==> src/rtl/if_fetch_pkg.sv <==
// Shared constants for the instruction-fetch stage: FSM encodings, word/byte
// widths and the default reset pc.
package if_fetch_pkg;

  localparam int WORD_W = 32;
  localparam int BYTE_W = 8;

  localparam logic [WORD_W-1:0] RESET_PC_DEF = 32'h0000_0000;

  typedef logic [1:0] fetch_state_t;

  localparam fetch_state_t ST_IDLE = 2'd0;
  localparam fetch_state_t ST_REQ  = 2'd1;
  localparam fetch_state_t ST_WAIT = 2'd2;
  localparam fetch_state_t ST_PUSH = 2'd3;

  // Byte address of byte k of the word at pc; wraps at 2^32.
  function automatic logic [WORD_W-1:0] byte_addr(input logic [WORD_W-1:0] pc,
                                                  input logic [1:0]        k);
    return pc + {30'd0, k};
  endfunction

endpackage

==> src/rtl/if_icache.sv <==
// Direct-mapped instruction cache, one word per line; combinational lookup,
// single-cycle fill. Only the valid bits are reset.
module if_icache
  import if_fetch_pkg::*;
#(
  parameter int IDX_W = 7
) (
  input  logic              clk,
  input  logic              rst,
  input  logic [29:0]       rd_addr,
  output logic              hit,
  output logic [WORD_W-1:0] rd_data,
  input  logic              wr_en,
  input  logic [29:0]       wr_addr,
  input  logic [WORD_W-1:0] wr_data
);

  localparam int LINES = 1 << IDX_W;
  localparam int TAG_W = 30 - IDX_W;

  logic [WORD_W-1:0] data_mem [LINES];
  logic [TAG_W-1:0]  tag_mem  [LINES];
  logic [LINES-1:0]  valid;

  logic [IDX_W-1:0] rd_idx;
  logic [IDX_W-1:0] wr_idx;
  logic [TAG_W-1:0] rd_tag;
  logic [TAG_W-1:0] wr_tag;

  assign rd_idx = rd_addr[IDX_W-1:0];
  assign rd_tag = rd_addr[29:IDX_W];
  assign wr_idx = wr_addr[IDX_W-1:0];
  assign wr_tag = wr_addr[29:IDX_W];

  always_ff @(posedge clk) begin
    if (rst) begin
      valid <= '0;
    end else if (wr_en) begin
      valid[wr_idx] <= 1'b1;
    end
  end

  always_ff @(posedge clk) begin
    if (wr_en) begin
      data_mem[wr_idx] <= wr_data;
      tag_mem[wr_idx]  <= wr_tag;
    end
  end

  assign hit     = valid[rd_idx] && (tag_mem[rd_idx] == rd_tag);
  assign rd_data = data_mem[rd_idx];

endmodule

==> src/rtl/if_fetch.sv <==
// Instruction fetch: assembles little-endian words from byte reads and pushes
// {word, pc} into the instruction queue. Define ICACHE_EN to add the icache.
module if_fetch
  import if_fetch_pkg::*;
#(
  parameter logic [WORD_W-1:0] RESET_PC     = RESET_PC_DEF,
  parameter int                ICACHE_IDX_W = 7
) (
  input  logic              clk,
  input  logic              rst,
  input  logic              rdy,
  input  logic              jmp_en_i,
  input  logic [WORD_W-1:0] jmp_pc_i,
  input  logic              iq_full_i,
  output logic              iq_add_en_o,
  output logic [WORD_W-1:0] iq_add_data_o,
  output logic [WORD_W-1:0] iq_add_pc_o,
  output logic              mem_req_o,
  output logic [WORD_W-1:0] mem_addr_o,
  input  logic              mem_gnt_i,
  input  logic              mem_rvalid_i,
  input  logic [BYTE_W-1:0] mem_rdata_i
);

  fetch_state_t      state;
  logic [1:0]        k;
  logic              drop;
  logic [WORD_W-1:0] pc;
  logic [WORD_W-1:0] word_buf;

  logic              cache_hit;
  logic [WORD_W-1:0] cache_data;

  // A read already accepted by the controller but not yet returned must be
  // swallowed after a redirect, otherwise it would land in the new word.
  logic read_in_flight;
  assign read_in_flight = ((state == ST_WAIT) && !mem_rvalid_i) ||
                          ((state == ST_REQ) && mem_gnt_i) ||
                          (drop && !mem_rvalid_i);

  always_ff @(posedge clk) begin
    if (rst) begin
      state <= ST_IDLE;
      k     <= 2'd0;
      drop  <= 1'b0;
      pc    <= RESET_PC;
    end else if (rdy) begin
      if (jmp_en_i) begin
        pc    <= jmp_pc_i;
        k     <= 2'd0;
        state <= ST_IDLE;
        drop  <= read_in_flight;
      end else begin
        if (drop && mem_rvalid_i) drop <= 1'b0;
        case (state)
          ST_IDLE: begin
            if (!iq_full_i) begin
              if (cache_hit) begin
                state <= ST_PUSH;
              end else if (!drop) begin
                state <= ST_REQ;
                k     <= 2'd0;
              end
            end
          end
          ST_REQ: begin
            if (mem_gnt_i) state <= ST_WAIT;
          end
          ST_WAIT: begin
            if (mem_rvalid_i) begin
              if (k == 2'd3) begin
                state <= ST_PUSH;
              end else begin
                k     <= k + 2'd1;
                state <= ST_REQ;
              end
            end
          end
          default: begin
            pc    <= pc + 32'd4;
            state <= ST_IDLE;
          end
        endcase
      end
    end
  end

  // Word assembly; the buffer is only observed while in PUSH, so no reset.
  always_ff @(posedge clk) begin
    if (rdy && !jmp_en_i) begin
      if ((state == ST_WAIT) && mem_rvalid_i) begin
        word_buf[{k, 3'b000} +: BYTE_W] <= mem_rdata_i;
      end else if ((state == ST_IDLE) && !iq_full_i && cache_hit) begin
        word_buf <= cache_data;
      end
    end
  end

`ifdef ICACHE_EN
  logic fill_en;
  assign fill_en = rdy && !rst && !jmp_en_i && (state == ST_WAIT) &&
                   mem_rvalid_i && (k == 2'd3);

  if_icache #(
    .IDX_W(ICACHE_IDX_W)
  ) u_icache (
    .clk     (clk),
    .rst     (rst),
    .rd_addr (pc[31:2]),
    .hit     (cache_hit),
    .rd_data (cache_data),
    .wr_en   (fill_en),
    .wr_addr (pc[31:2]),
    .wr_data ({mem_rdata_i, word_buf[23:0]})
  );
`else
  logic [ICACHE_IDX_W-1:0] unused_idx;
  assign unused_idx = pc[ICACHE_IDX_W+1:2];
  assign cache_hit  = 1'b0;
  assign cache_data = '0;
`endif

  assign iq_add_en_o   = (state == ST_PUSH);
  assign iq_add_data_o = iq_add_en_o ? word_buf : '0;
  assign iq_add_pc_o   = iq_add_en_o ? pc : '0;
  assign mem_req_o     = (state == ST_REQ);
  assign mem_addr_o    = mem_req_o ? byte_addr(pc, k) : '0;

endmodule

==> config.mk <==
export PLATFORM = sky130hd
export DESIGN_NAME = if_fetch
export DESIGN_NICKNAME = d
export VERILOG_FILES = /design/src/rtl/if_fetch_pkg.sv /design/src/rtl/if_icache.sv /design/src/rtl/if_fetch.sv
export SDC_FILE = /design/constraint.sdc
export NUM_CORES = 1
export LEC_CHECK = 0
export CAP_MARGIN = 10
export CORE_MARGIN = 4
export CORE_UTILIZATION = 52
export DETAILED_ROUTE_END_ITERATION = 10
export PLACE_DENSITY = 0.93
export SLEW_MARGIN = 10
export SYNTH_ARGS = -nofsm -noshare
export SYNTH_HDL_FRONTEND = slang
export SYNTH_HIERARCHICAL = 1
export SYNTH_SLANG_ARGS = --single-unit
==> constraint.sdc <==
create_clock -name clk -period 3.7 [get_ports clk]
set_input_delay 0.74 -clock clk [delete_from_list [all_inputs] [get_ports clk]]
set_output_delay 0.74 -clock clk [all_outputs]
set_load 0.02 [all_outputs]
Word level (Yosys, flattened, before mapping)
Cells that the tools add are included.
- add/subtract/negate cells: 4
- equal/unequal tests: 10
- shifts and indexed selects: 2
- multiplexer cells: 21
- reduce and logical (&&, ||, !) cells: 19
- operator list (operator ; count):
    2-to-1 mux 32 bit ; 5
    adder 32 x 2 -> 32 bit ; 1
    adder 32 x 3 -> 32 bit (second input constant) ; 1
    bitwise mux 32 bit ; 1
    variable shift 8 x 7 -> 32 bit (first input constant) ; 1
    indexed part select 8 x 7 -> 32 bit ; 1
    2-to-1 mux 2 bit ; 11
    != test 3 bit (second input constant) ; 4
    negation 5 -> 7 bit ; 1
    == test 2 bit (second input constant) ; 3
    logical AND 1 bit ; 6
    one-hot mux 2 bit (3 select lines) ; 1
    AND reduction 2 bit ; 3
    AND reduction 6 bit ; 1
    AND reduction 5 bit ; 1
    one-hot mux 2 bit (2 select lines) ; 1
    != test 3 x 2 -> 1 bit (second input constant) ; 1
    nonzero test 3 bit ; 1
    OR reduction 3 bit ; 1
    adder 2 x 1 -> 2 bit (second input constant) ; 1
    == test 2 x 1 -> 1 bit (second input constant) ; 1
    logical NOT 1 bit ; 2
    logical NOT 2 bit ; 1
    logical OR 1 bit ; 2
    3 further kinds ; 4
- bits in registers: 69

Depth between registers and ports, before layout
- depth in word-level cells: 5
- gate-level depth with buffers: 8
- mapped depth without buffers: 7

Worst setup path after synthesis
OpenSTA, ideal clock, no wires.
- path kind: reg-to-output
- start point: register k[0]
- end point: output port mem_addr_o[14]
- arrival: 1.977 ns
- path slack: 0.983 ns
- cell stages (with the launch flop): 7
- path buffers: 1
- cell sequence: dfxtp_1 > ha_1 > fa_1 > clkbuf_1 > nand4_1 > or3_1 > a21oi_1
- word-level cells in the longest chain between the ends: 2
- ends and longest elaborated chain (element ; line ; RTL):
    from (decl) ; if_fetch.sv:26 ; logic [1:0] k;
    from (signal assigned) ; if_fetch.sv:74 ; k <= k + 2'd1;
    adder 32 x 2 -> 32 bit ; if_fetch_pkg.sv:20 ; return pc + {30'd0, k};
    2-to-1 mux 32 bit ; if_fetch.sv:127 ; assign mem_addr_o = mem_req_o ? byte_addr(pc, k) : '0;
    to (decl) ; if_fetch.sv:19 ; output logic [WORD_W-1:0] mem_addr_o,
Every way passes these cells.

Final worst setup path
- start point: register pc[10]
- end point: output port mem_addr_o[29]
- word-level cells in the longest chain between the ends: 2
- ends and longest elaborated chain (element ; line ; RTL):
    from (decl) ; if_fetch.sv:28 ; logic [WORD_W-1:0] pc;
    from (signal assigned) ; if_fetch.sv:49 ; pc <= jmp_pc_i;
    from (signal assigned) ; if_fetch.sv:80 ; pc <= pc + 32'd4;
    adder 32 x 2 -> 32 bit ; if_fetch_pkg.sv:20 ;
    2-to-1 mux 32 bit ; if_fetch.sv:127 ;
Every way passes these cells.

==> Flow_metrics.wiki <==
{| class="wikitable"
! Metric !! Value
|-
| Area inside the core boundary || roughly 9200 um^2
|-
| Class of the tightest hold or removal check || reg2reg
|-
| Area of all placed cells without fillers || between 6000 and 7000 um^2
|-
| Compound-gate portion of the synthesized area || roughly an eighth
|-
| Leading cell type by number of instances after synthesis || and3_1
|-
| Number of failing hold endpoints at the final stage || 0
|-
| Dominant combinational cell family by area after synthesis || simple AND/OR/NAND/NOR gates
|-
| Die Y-Extent || 104.7 um
|-
| Worst-case reg-to-reg path depth || 7
|-
| Startpoint of the tightest hold check path || pc[0]$_SDFFE_PP0P_
|-
| Footprint of the flip-flops and latches || roughly 1700 um^2
|-
| Max-cap violations || 0
|-
| VDD IR-drop max || between 150 and 200 uV
|-
| Minimum setup slack in the final design || about 130 ps
|-
| Total number of yosys warnings || 6
|-
| Max Slew Vio Count || 0
|-
| Launching element type of the critical path || flop
|-
| Leading cell types by count after synthesis || and3_1, nor2_1, nand2_1, and2_1, clkbuf_1
|-
| Synthesized area per cell || around 8.0 um^2
|-
| Starting density of the core || roughly 53%
|-
| Filler-free cell count of the finished design || 845
|-
| Highest net fanout along the worst path || 8
|-
| Number of port buffers || between 100 and 150
|-
| Worst skew pair latency || about 350 ps
|-
| Final #Nets || just under 800
|-
| CTS Root Cell || clkbuf_8
|-
| Buffer depth of the longest clock path || 2
|-
| Setup_tns || 0 ps
|-
| TritonCTS clock tree || built
|-
| Antenna-violating nets left || 0
|-
| Library cell occupying the most area in the post-synthesis netlist || edfxtp_1
|-
| Post-synthesis share of cell area spent on xor and xnor gates || roughly 4.7%
|-
| Static Leakage || 2.487 nW
|-
| Final setup viols || 0
|-
| Category of the most critical setup path || reg2out
|-
| CTS Buf Count || 9
|-
| Total via count after detailed routing || between 5000 and 6000
|-
| Number of flops mapped to enable cells by yosys || 32
|-
| Post-Syn Area || between 4000 and 5000 um^2
|-
| Worst Max-Slew Pin Slew || around 770 ps
|-
| Pin count of the biggest net entering global routing || 72
|-
| Via count of the first global-routing pass || ~5400
|-
| Worst reg2reg endpoint || pc[11]$_SDFFE_PP0P_
|-
| Startpoint of the lowest-slack register-to-register path || state[1]$_SDFFE_PP0P_
|-
| Antenna violations before repair || 0
|-
| Unrepaired setup endpoints after global routing || no
|-
| Hold EP || pc[0]$_SDFFE_PP0P_
|-
| Share of the core filled with cells || about 72%
|-
| Violation count after the first detailed-routing iteration || about 530
|-
| Slew HR || roughly 48%
|-
| Cells after synthesis || roughly 610
|-
| Sinks on the clock net || approximately 70
|-
| Routability-driven placement congestion ratio || roughly 1
|-
| Number of ports placed on the die boundary || ~150
|-
| Combined area of the multi-input logic cells || around 3000 um^2
|-
| Syn nets || between 600 and 700
|-
| Most instantiated flip-flop cell in the synthesis netlist || dfxtp_1
|-
| Arrival time of data at the critical path endpoint || roughly 2800 ps
|-
| Signed area change from the synthesized netlist to the final layout || 36.61%
|-
| Floorplan die area || 10970 um^2
|-
| Top cell type's share of synthesized area || 19.74%
|-
| Total instance count after detailed placement || between 800 and 900
|-
| Worst setup skew after layout || between 8 and 9 ps
|-
| Highest clock frequency the design can meet || about 0.28 GHz
|-
| Clock slew at the register clock pins of the worst setup and hold paths || ~80 ps
|-
| Critical path capture point type || output port
|-
| Total power after layout || between 1.5 and 2 mW
|-
| GRT Overall Usage || 29.21%
|-
| Worst-case hold slack || around 530 ps
|-
| Part of the cycle the worst path needs || between 90% and 100%
|-
| Post-Synth Simple-Gate Area || between 30% and 40%
|-
| Wire length of the first global-routing pass || 26290 um
|-
| Adder-cell share of the synthesized area || between 2 and 2.5%
|-
| Fraction of registers with async set or reset after synthesis || 0%
|-
| Residual overflow from global routing || 0
|-
| Hold depth || 2
|-
| Post-placement setup slack || around 230 ps
|-
| WL/cell || 19.56 um
|-
| Top post-synthesis cells by area || edfxtp_1, dfxtp_1, and3_1
|-
| Sequential fraction of the synthesis area || between 30% and 40%
|-
| Die Width || 104.7 um
|-
| Fin crit period || 3567 ps
|-
| Post-detailed-route via-to-cell ratio || between 6 and 7
|-
| Total iterations of the first detailed-routing run || 6
|-
| # rows || 35
|-
| Required arrival time at the worst endpoint || ~3000 ps
|-
| Placed Area || roughly 6300 um^2
|-
| Worst R2R Setup Slack || around 1200 ps
|-
| PwrDens || 269.0 nW/um^2
|-
| Number of diodes || 0
|-
| Wire length after detailed routing || roughly 17000 um
|-
| Detailed Place HPWL || between 10000 and 15000 um
|-
| Number of synthesized register bits || 69
|-
| Filler cell count || around 690
|-
| Drt drc || 0
|-
| Fraction of synthesized area in multiplexers || between 1.5 and 2%
|-
| Total number of H-tree levels || 3
|-
| Number of distinct library cells after synthesis || just over 60
|-
| Result of the run || complete, no violations
|-
| Fraction of final layout cells with drive strength greater than 1 || a little under a tenth
|}
## area by class of cell
type	instances	area share (%)
Timing Repair Buffer	168	24.31
Tap cell	111	2.089
Multi-Input combinational cell	471	44.02
Inverter	10	0.5645
Clock inverter	6	1.317
Sequential cell	69	25.78
Clock buffer	10	1.919
## metal layers
metal / up-vias / track usage [%] / share of wire [%]
met5: - / 0 / 0
met1: 2463 / 34.44 / 37
met2: 413 / 50.32 / 49
met3: 73 / 6.053 / 9.8
met4: 0 / 14.34 / 4.0
li1: 2433 / - / -
## worst max-delay path by stage
stage / from / endpoint / slack [ps] / cells past startpoint
2_1_floorplan: k[0]$_SDFFE_PP0P_ / mem_addr_o[14] / 980 / 6
3_3_place_gp: pc[2]$_SDFFE_PP0P_ / mem_addr_o[14] / 350 / 6
3_5_place_dp: pc[2]$_SDFFE_PP0P_ / mem_addr_o[16] / 230 / 6
4_1_cts: k[0]$_SDFFE_PP0P_ / mem_addr_o[16] / 8 / 6
5_1_grt: pc[20]$_SDFFE_PP0P_ / mem_addr_o[29] / 1 / 6
6_report: pc[10]$_SDFFE_PP0P_ / mem_addr_o[29] / 130 / 6
## flip-flops by register name, indices dropped and copies added, names as in the netlist
signal    cells
k             2
word_buf     32
state         2
drop          1
pc           32
## cells in the final DEF (no fill, tap or decap), types with 3 or more instances in the layout
| master | synthesis | routed |
|---|---|---|
| clkdlybuf4s50_1 | 0 | 143 |
| and3_1 | 71 | 71 |
| nor2_1 | 66 | 66 |
| nand2_1 | 46 | 46 |
| and2_1 | 43 | 43 |
| edfxtp_1 | 32 | 32 |
| a21oi_1 | 28 | 28 |
| dfxtp_1 | 37 | 27 |
| o21ai_0 | 24 | 24 |
| buf_4 | 0 | 24 |
| nand4_1 | 20 | 20 |
| nor3_1 | 19 | 19 |
| nand3_1 | 19 | 18 |
| xor2_1 | 17 | 17 |
| inv_1 | 10 | 10 |
| dfxtp_2 | 0 | 10 |
| xnor2_1 | 9 | 9 |
| or3_1 | 9 | 9 |
| clkbuf_8 | 0 | 9 |
| a31oi_1 | 7 | 7 |
| mux2i_1 | 7 | 7 |
| ha_1 | 8 | 7 |
| a22oi_1 | 6 | 6 |
| nor4_1 | 6 | 5 |
| o31ai_1 | 5 | 5 |
| a211oi_1 | 4 | 4 |
| nand3_4 | 1 | 3 |
| nor4_4 | 2 | 3 |
| and4_1 | 4 | 3 |
| a21o_1 | 3 | 3 |
| nor2b_1 | 3 | 3 |
| o41ai_1 | 3 | 3 |
| o22ai_1 | 3 | 3 |
## logic make-up after synthesis
kind of cell,after synthesis
XOR/XNOR,26
flip-flops,69
buffers and inverters,69
multiplexers,9
AND/OR/NAND/NOR,326
AO/OA/AOI/OAI,101
adder cells (fa/ha/maj),9
## where the power goes
| group | internal [mW] | switching [mW] | leakage, nW |
|---|---|---|---|
| clock network | 0.380 | 0.307 | 0.110 |
| registers | 0.813 | 0.0387 | 0.582 |
| logic | 0.112 | 0.138 | 1.79 |
## worst max-delay path: stages, from the launching register on
cell             delay, ps
dfxtp_1                530
nand3_2                210
nor4_4                 310
nand4b_1               260
or4_1                  470
nand2_1                 90
clkdlybuf4s50_1        610
## repair_timing
item,CTS,global route
endpoints found under the setup margin,9,8
gates cloned,0,0
hold buffers,0,0
pin swaps,0,3
buffers inserted,0,4
resized for setup,5,14
Note: power is estimated with default switching activity, not from simulation.
